### config.mk
export PLATFORM = sky130hd
export DESIGN_NAME = rv32i_imem_arbiter
export DESIGN_NICKNAME = d
export VERILOG_FILES = /design/src/rtl/rv32i_imem_arbiter.sv
export SDC_FILE = /design/constraint.sdc
export NUM_CORES = 1
export LEC_CHECK = 0
export CAP_MARGIN = 10
export CELL_PAD_IN_SITES_DETAIL_PLACEMENT = 1
export CELL_PAD_IN_SITES_GLOBAL_PLACEMENT = 1
export CORE_MARGIN = 3
export CORE_UTILIZATION = 27
export CTS_CLUSTER_DIAMETER = 200
export CTS_CLUSTER_SIZE = 10
export DETAILED_ROUTE_END_ITERATION = 16
export PLACE_DENSITY_LB_ADDON = 0.1
export SETUP_SLACK_MARGIN = 0.5
export SKIP_LAST_GASP = 1
export SYNTH_ARGS = -nofsm -noshare
export SYNTH_HDL_FRONTEND = slang
export SYNTH_SLANG_ARGS = --single-unit
### constraint.sdc
create_clock -name i_clk -period 2.5 [get_ports i_clk]
set_clock_uncertainty 0.1 [all_clocks]
set_input_delay 0.375 -clock i_clk [delete_from_list [all_inputs] [get_ports i_clk]]
set_output_delay 0.375 -clock i_clk [all_outputs]
set_load 0.1 [all_outputs]
### src/rtl/rv32i_imem_arbiter.sv
// Arbitrates a fetch read port and a loader write port onto one instruction memory.
// Define IMEM_ARB_TIMEOUT_EN to add a wait-state abort timer with a sticky o_timeout flag.
module rv32i_imem_arbiter #(
  parameter int unsigned WR_BURST_MAX   = 4,
  parameter int unsigned TIMEOUT_CYCLES = 16
) (
  input  logic        i_clk,
  input  logic        i_rst_n,
  input  logic        i_rd_req,
  input  logic [31:0] i_rd_addr,
  input  logic        i_flush,
  output logic        o_rd_valid,
  output logic [31:0] o_rd_data,
  input  logic        i_wr_req,
  input  logic [31:0] i_wr_addr,
  input  logic [31:0] i_wr_data,
  output logic        o_wr_done,
  output logic        o_mem_rd_en,
  output logic [31:0] o_mem_rd_addr,
  input  logic        i_mem_rd_valid,
  input  logic [31:0] i_mem_rd_data,
  output logic        o_mem_wr_en,
  output logic [31:0] o_mem_wr_addr,
  output logic [31:0] o_mem_wr_data,
  input  logic        i_mem_wr_valid,
  output logic        o_busy,
  output logic        o_timeout
);

  typedef enum logic [1:0] {
    IDLE    = 2'd0,
    RD_WAIT = 2'd1,
    WR_WAIT = 2'd2
  } state_t;

  localparam logic [3:0] BURST_MAX = 4'(WR_BURST_MAX);

  state_t      state;
  logic [3:0]  burst_cnt;
  logic        discard;
  logic [31:0] addr_q;
  logic [31:0] wdata_q;

  logic grant_wr;
  logic grant_rd;
  logic rd_resp;
  logic wr_resp;
  logic wait_expire;
  logic abort;

  // Write has priority, but a pending read gets the slot once the burst limit is hit.
  always_comb begin
    // NOTE: every always_comb output gets a default first so no path can infer a latch.
    grant_wr = 1'b0;
    grant_rd = 1'b0;
    if (state == IDLE) begin
      if (i_wr_req && !(i_rd_req && (burst_cnt == BURST_MAX))) begin
        grant_wr = 1'b1;
      end else if (i_rd_req) begin
        grant_rd = 1'b1;
      end
    end
  end

  assign rd_resp = (state == RD_WAIT) && i_mem_rd_valid;
  assign wr_resp = (state == WR_WAIT) && i_mem_wr_valid;
  assign abort   = wait_expire && !rd_resp && !wr_resp;

  // A flush in the response cycle or any earlier wait cycle swallows the read data.
  assign o_rd_valid    = rd_resp && !discard && !i_flush;
  assign o_rd_data     = o_rd_valid ? i_mem_rd_data : 32'h0;
  assign o_wr_done     = wr_resp;
  assign o_mem_rd_addr = addr_q;
  assign o_mem_wr_addr = addr_q;
  assign o_mem_wr_data = wdata_q;

`ifdef IMEM_ARB_TIMEOUT_EN
  logic [7:0] wait_cnt;
  logic       timeout_q;

  // Counter sits at zero in IDLE, so it starts from zero on every wait-state entry.
  assign wait_expire = (state != IDLE) && (wait_cnt == 8'(TIMEOUT_CYCLES - 1));
  assign o_timeout   = timeout_q;

  always_ff @(posedge i_clk or negedge i_rst_n) begin
    if (!i_rst_n) begin
      wait_cnt  <= 8'd0;
      timeout_q <= 1'b0;
    end else begin
      if (state == IDLE) begin
        wait_cnt <= 8'd0;
      end else begin
        wait_cnt <= wait_cnt + 8'd1;
      end
      if (abort) begin
        timeout_q <= 1'b1;
      end
    end
  end
`else
  assign wait_expire = 1'b0;
  assign o_timeout   = 1'b0;
`endif

  always_ff @(posedge i_clk or negedge i_rst_n) begin
    if (!i_rst_n) begin
      // NOTE: sequential state uses non-blocking assignments so every register samples pre-edge values.
      state       <= IDLE;
      burst_cnt   <= 4'd0;
      discard     <= 1'b0;
      addr_q      <= 32'h0;
      wdata_q     <= 32'h0;
      o_mem_rd_en <= 1'b0;
      o_mem_wr_en <= 1'b0;
      o_busy      <= 1'b0;
    end else begin
      unique case (state)
        IDLE: begin
          if (grant_wr) begin
            state       <= WR_WAIT;
            addr_q      <= i_wr_addr;
            wdata_q     <= i_wr_data;
            o_mem_wr_en <= 1'b1;
            o_busy      <= 1'b1;
            if (!i_rd_req) begin
              burst_cnt <= 4'd0;
            end else if (burst_cnt != BURST_MAX) begin
              burst_cnt <= burst_cnt + 4'd1;
            end
          end else if (grant_rd) begin
            state       <= RD_WAIT;
            addr_q      <= i_rd_addr;
            o_mem_rd_en <= 1'b1;
            o_busy      <= 1'b1;
            burst_cnt   <= 4'd0;
          end
        end

        RD_WAIT: begin
          if (rd_resp || abort) begin
            state       <= IDLE;
            o_mem_rd_en <= 1'b0;
            o_busy      <= 1'b0;
            discard     <= 1'b0;
          end else if (i_flush) begin
            discard <= 1'b1;
          end
        end

        WR_WAIT: begin
          if (wr_resp || abort) begin
            state       <= IDLE;
            o_mem_wr_en <= 1'b0;
            o_busy      <= 1'b0;
          end
        end

        default: begin
          state       <= IDLE;
          o_mem_rd_en <= 1'b0;
          o_mem_wr_en <= 1'b0;
          o_busy      <= 1'b0;
          discard     <= 1'b0;
        end
      endcase
    end
  end

endmodule

==> flow_summary.json <==
{
  "h-tree-depth": 3,
  "synth_cell_type_count": 39,
  "worstSetupPathType": "reg -> out",
  "cp.arrival_ps": 1770,
  "drt-initial-drc-count": 210,
  "synthTopCellsByArea": "dfrtp_1, mux2_2, buf_4, a31oi_1, and2_1",
  "finalNonFillerCells": 807,
  "worst_slew_pin_slew_ps": 1020,
  "yosysTopAreaCellShare_pct": 47.1,
  "clk_pin_slew_worst_paths_ps": 60,
  "status": "finished, final reports clean",
  "yosysSeqAreaShare_pct": 47.1,
  "chipWidth_um": 127,
  "synth_nets": 520,
  "die_y_um": 127,
  "die-area_sq_mm": 0.0160,
  "dp_cells": 773,
  "core-area_sq_mm": 0.0140,
  "ys_seq_elements": 74,
  "slew_headroom_pct": 31.9,
  "initial_core_util_pct": 28.0,
  "clock_sinks": 74,
  "finalSetupTns_ps": 0,
  "finalCritPeriodShare_pct": 89.6,
  "highest_layer": "met4",
  "rsz0062_at_grt": "true",
  "drtPass1Iterations": 4,
  "antenna_left": 0,
  "slowest_delay_ps": 400,
  "antennaDiodeCount": 0,
  "synthesis.area_sq_mm": 0.00393,
  "vias": 3957,
  "crit_family": "buffers and inverters",
  "dr_wl_met2_mm": 8.20,
  "cts_tree": "yes",
  "vias_per_cell": 4.90,
  "io_buffers": 267,
  "final.fill_count": 1484,
  "insertion_delay_ps": 340,
  "synth_top_area_cell": "dfrtp_1",
  "place_congestion": 0.779,
  "grtUsageTotal_pct": 19.4,
  "cp-end-kind": "output pin",
  "hold_viol": 0,
  "required_ps": 2030,
  "wire_per_inst_um": 20.1,
  "final_layout_size_suffix_gt1_share_pct": 39.4,
  "antenna_found_initial": 0,
  "path_max_fanout": 4,
  "hold_buffers": 0,
  "nets": 759,
  "hold-worst-slack_ps": 80.0,
  "grt_max_degree": 75,
  "cts_buffers": 9,
  "hold_class": "in -> async",
  "syn_to_final_growth_pct": 84.6,
  "num_rows": 43,
  "clockRootBuffer": "clkbuf_16",
  "syn-instance-count": 383,
  "maxCapViolCount": 0,
  "wl_met3_mm": 1.19,
  "fin_util_pct": 51.6,
  "cts_buffer_depth": 2,
  "syn_area_per_cell_sq_um": 10.3,
  "reg2reg_depth": 5,
  "fmax_mhz": 446,
  "gr-total-overflow": 0,
  "ioPinCount": 269,
  "yosysWarnings": 0,
  "min_period_ps": 2240,
  "crit_cells": 6,
  "grt_pass1_vias": 4033,
  "met1Wirelength_mm": 6.60,
  "critical_path.cell_chain": "nor4_4 -> buf_4 -> buf_6 -> clkbuf_16 -> and2_4 -> buf_12",
  "grt_pass1_wl_mm": 24.4,
  "route.detailed.drc": 0,
  "setup-violations-final": 0,
  "critPathBufInv": 4,
  "wl_mm": 16.2,
  "crit_path_start_kind": "register",
  "hpwlAfterDp_mm": 11.4,
  "finalMaxSlewViolations": 0,
  "cp_slowest_cell": "dfrtp_1"
}
## cells by family (layout without fill, tap and decap cells)
| family | count (synthesis) | in the layout | synth area share [%] |
|---|---|---|---|
| compound gates | 111 | 111 | 15.6 |
| simple gates | 88 | 89 | 14.9 |
| flops | 74 | 74 | 47.1 |
| buf+inv | 74 | 317 | 12.1 |
| mux | 33 | 33 | 9.43 |
| fa+ha+maj | 2 | 2 | 0.637 |
| other cells | 1 | 1 | 0.0954 |
## registers in the layout, summed over array words and instances (netlist names)
signal / count
o_busy: 1
o_mem_wr_data: 32
o_mem_wr_en: 1
state: 2
discard: 1
burst_cnt: 4
o_mem_rd_en: 1
o_mem_rd_addr: 32
## layout make-up
cell class                      count  area (sq um)  area share, %
Timing Repair Buffer              296          3110           42.9
Sequential cell                    74          1850           25.5
Multi-Input combinational cell    236          1710           23.6
Clock buffer                       10           239           3.30
Tap cell                          180           225           3.11
Clock inverter                      6          95.1           1.31
Inverter                            5          18.8          0.259
## cell usage in the layout, fill, tap and decap left out, types with 6 or more instances in the layout
master           netlist  routed
clkdlybuf4s50_1        0     131
buf_4                 37     117
dfrtp_1               74      74
a21oi_1               38      38
buf_12                 0      38
and2_4                 1      33
nand4_1               32      32
a31oi_1               32      32
mux2_2                26      26
o21ai_0               24      24
o21ai_1               10      10
clkbuf_16              0      10
mux2_1                 6       6
## synthesized netlist by cell type
cell	instances
a211o_1	1
a21boi_0	1
a21oi_1	38
a31oi_1	32
and2_1	32
and2_4	1
and4b_1	1
buf_2	7
buf_4	37
buf_6	6
clkbuf_1	14
clkbuf_2	5
conb_1	1
dfrtp_1	74
ha_1	2
inv_1	5
mux2_1	6
mux2_2	26
mux2i_1	1
nand2_1	6
nand2b_1	2
nand3_1	3
nand3_4	1
nand4_1	32
nand4b_4	1
nor2_1	1
nor2_2	1
nor3_1	1
nor3b_1	1
nor4_4	1
nor4b_1	1
o21ai_0	24
o21ai_1	10
o21bai_1	1
o22ai_1	2
o2bb2ai_1	2
or2_1	1
or2_2	1
or3b_4	1
## worst register-to-register path: stages (launching register included)
cell and delay [ps]:
dfrtp_1 390, buf_4 150, buf_12 140, nor2_4 190
nand3_2 400, mux2_2 420
## per-stage QoR
step / worst slack [ps] / area [sq um]
after floorplan: 344 / 4010
after global placement: 226 / 6650
after detailed placement: 177 / 6650
after CTS: 233 / 7150
after global routing: 174 / 7250
final: 259 / 7250
## path summary, 6_finish.rpt
check                      slack, ps         startpoint                 to
max in group asynchronous       1530            i_rst_n  o_mem_wr_data[21]
max                              260            discard      o_rd_data[29]
max reg2reg                      600           state[0]  o_mem_wr_data[17]
min reg2reg                      400  o_mem_wr_data[13]  o_mem_wr_data[13]
min                               80            i_rst_n  o_mem_rd_addr[16]
min in group i_clk               350            i_flush            discard
## repair_timing
| action | CTS | global route |
|---|---|---|
| setup endpoints to repair | 33 | 47 |
| pin swaps | 22 | 11 |
| setup buffers | 7 | 6 |
| gates resized for setup | 17 | 6 |
| cloned | 3 | 2 |
## routing by layer
metal / GRT usage [%] / vias to the layer above
met2: 32.3 / 166
met3: 5.94 / 11
met5: 0 / -
li1: - / 1837
met1: 24.7 / 1943
met4: 4.79 / 0
Power is left out: the tool's default activity adds up to more than one toggle a clock period on the data nets, which glitch-free logic cannot reach.
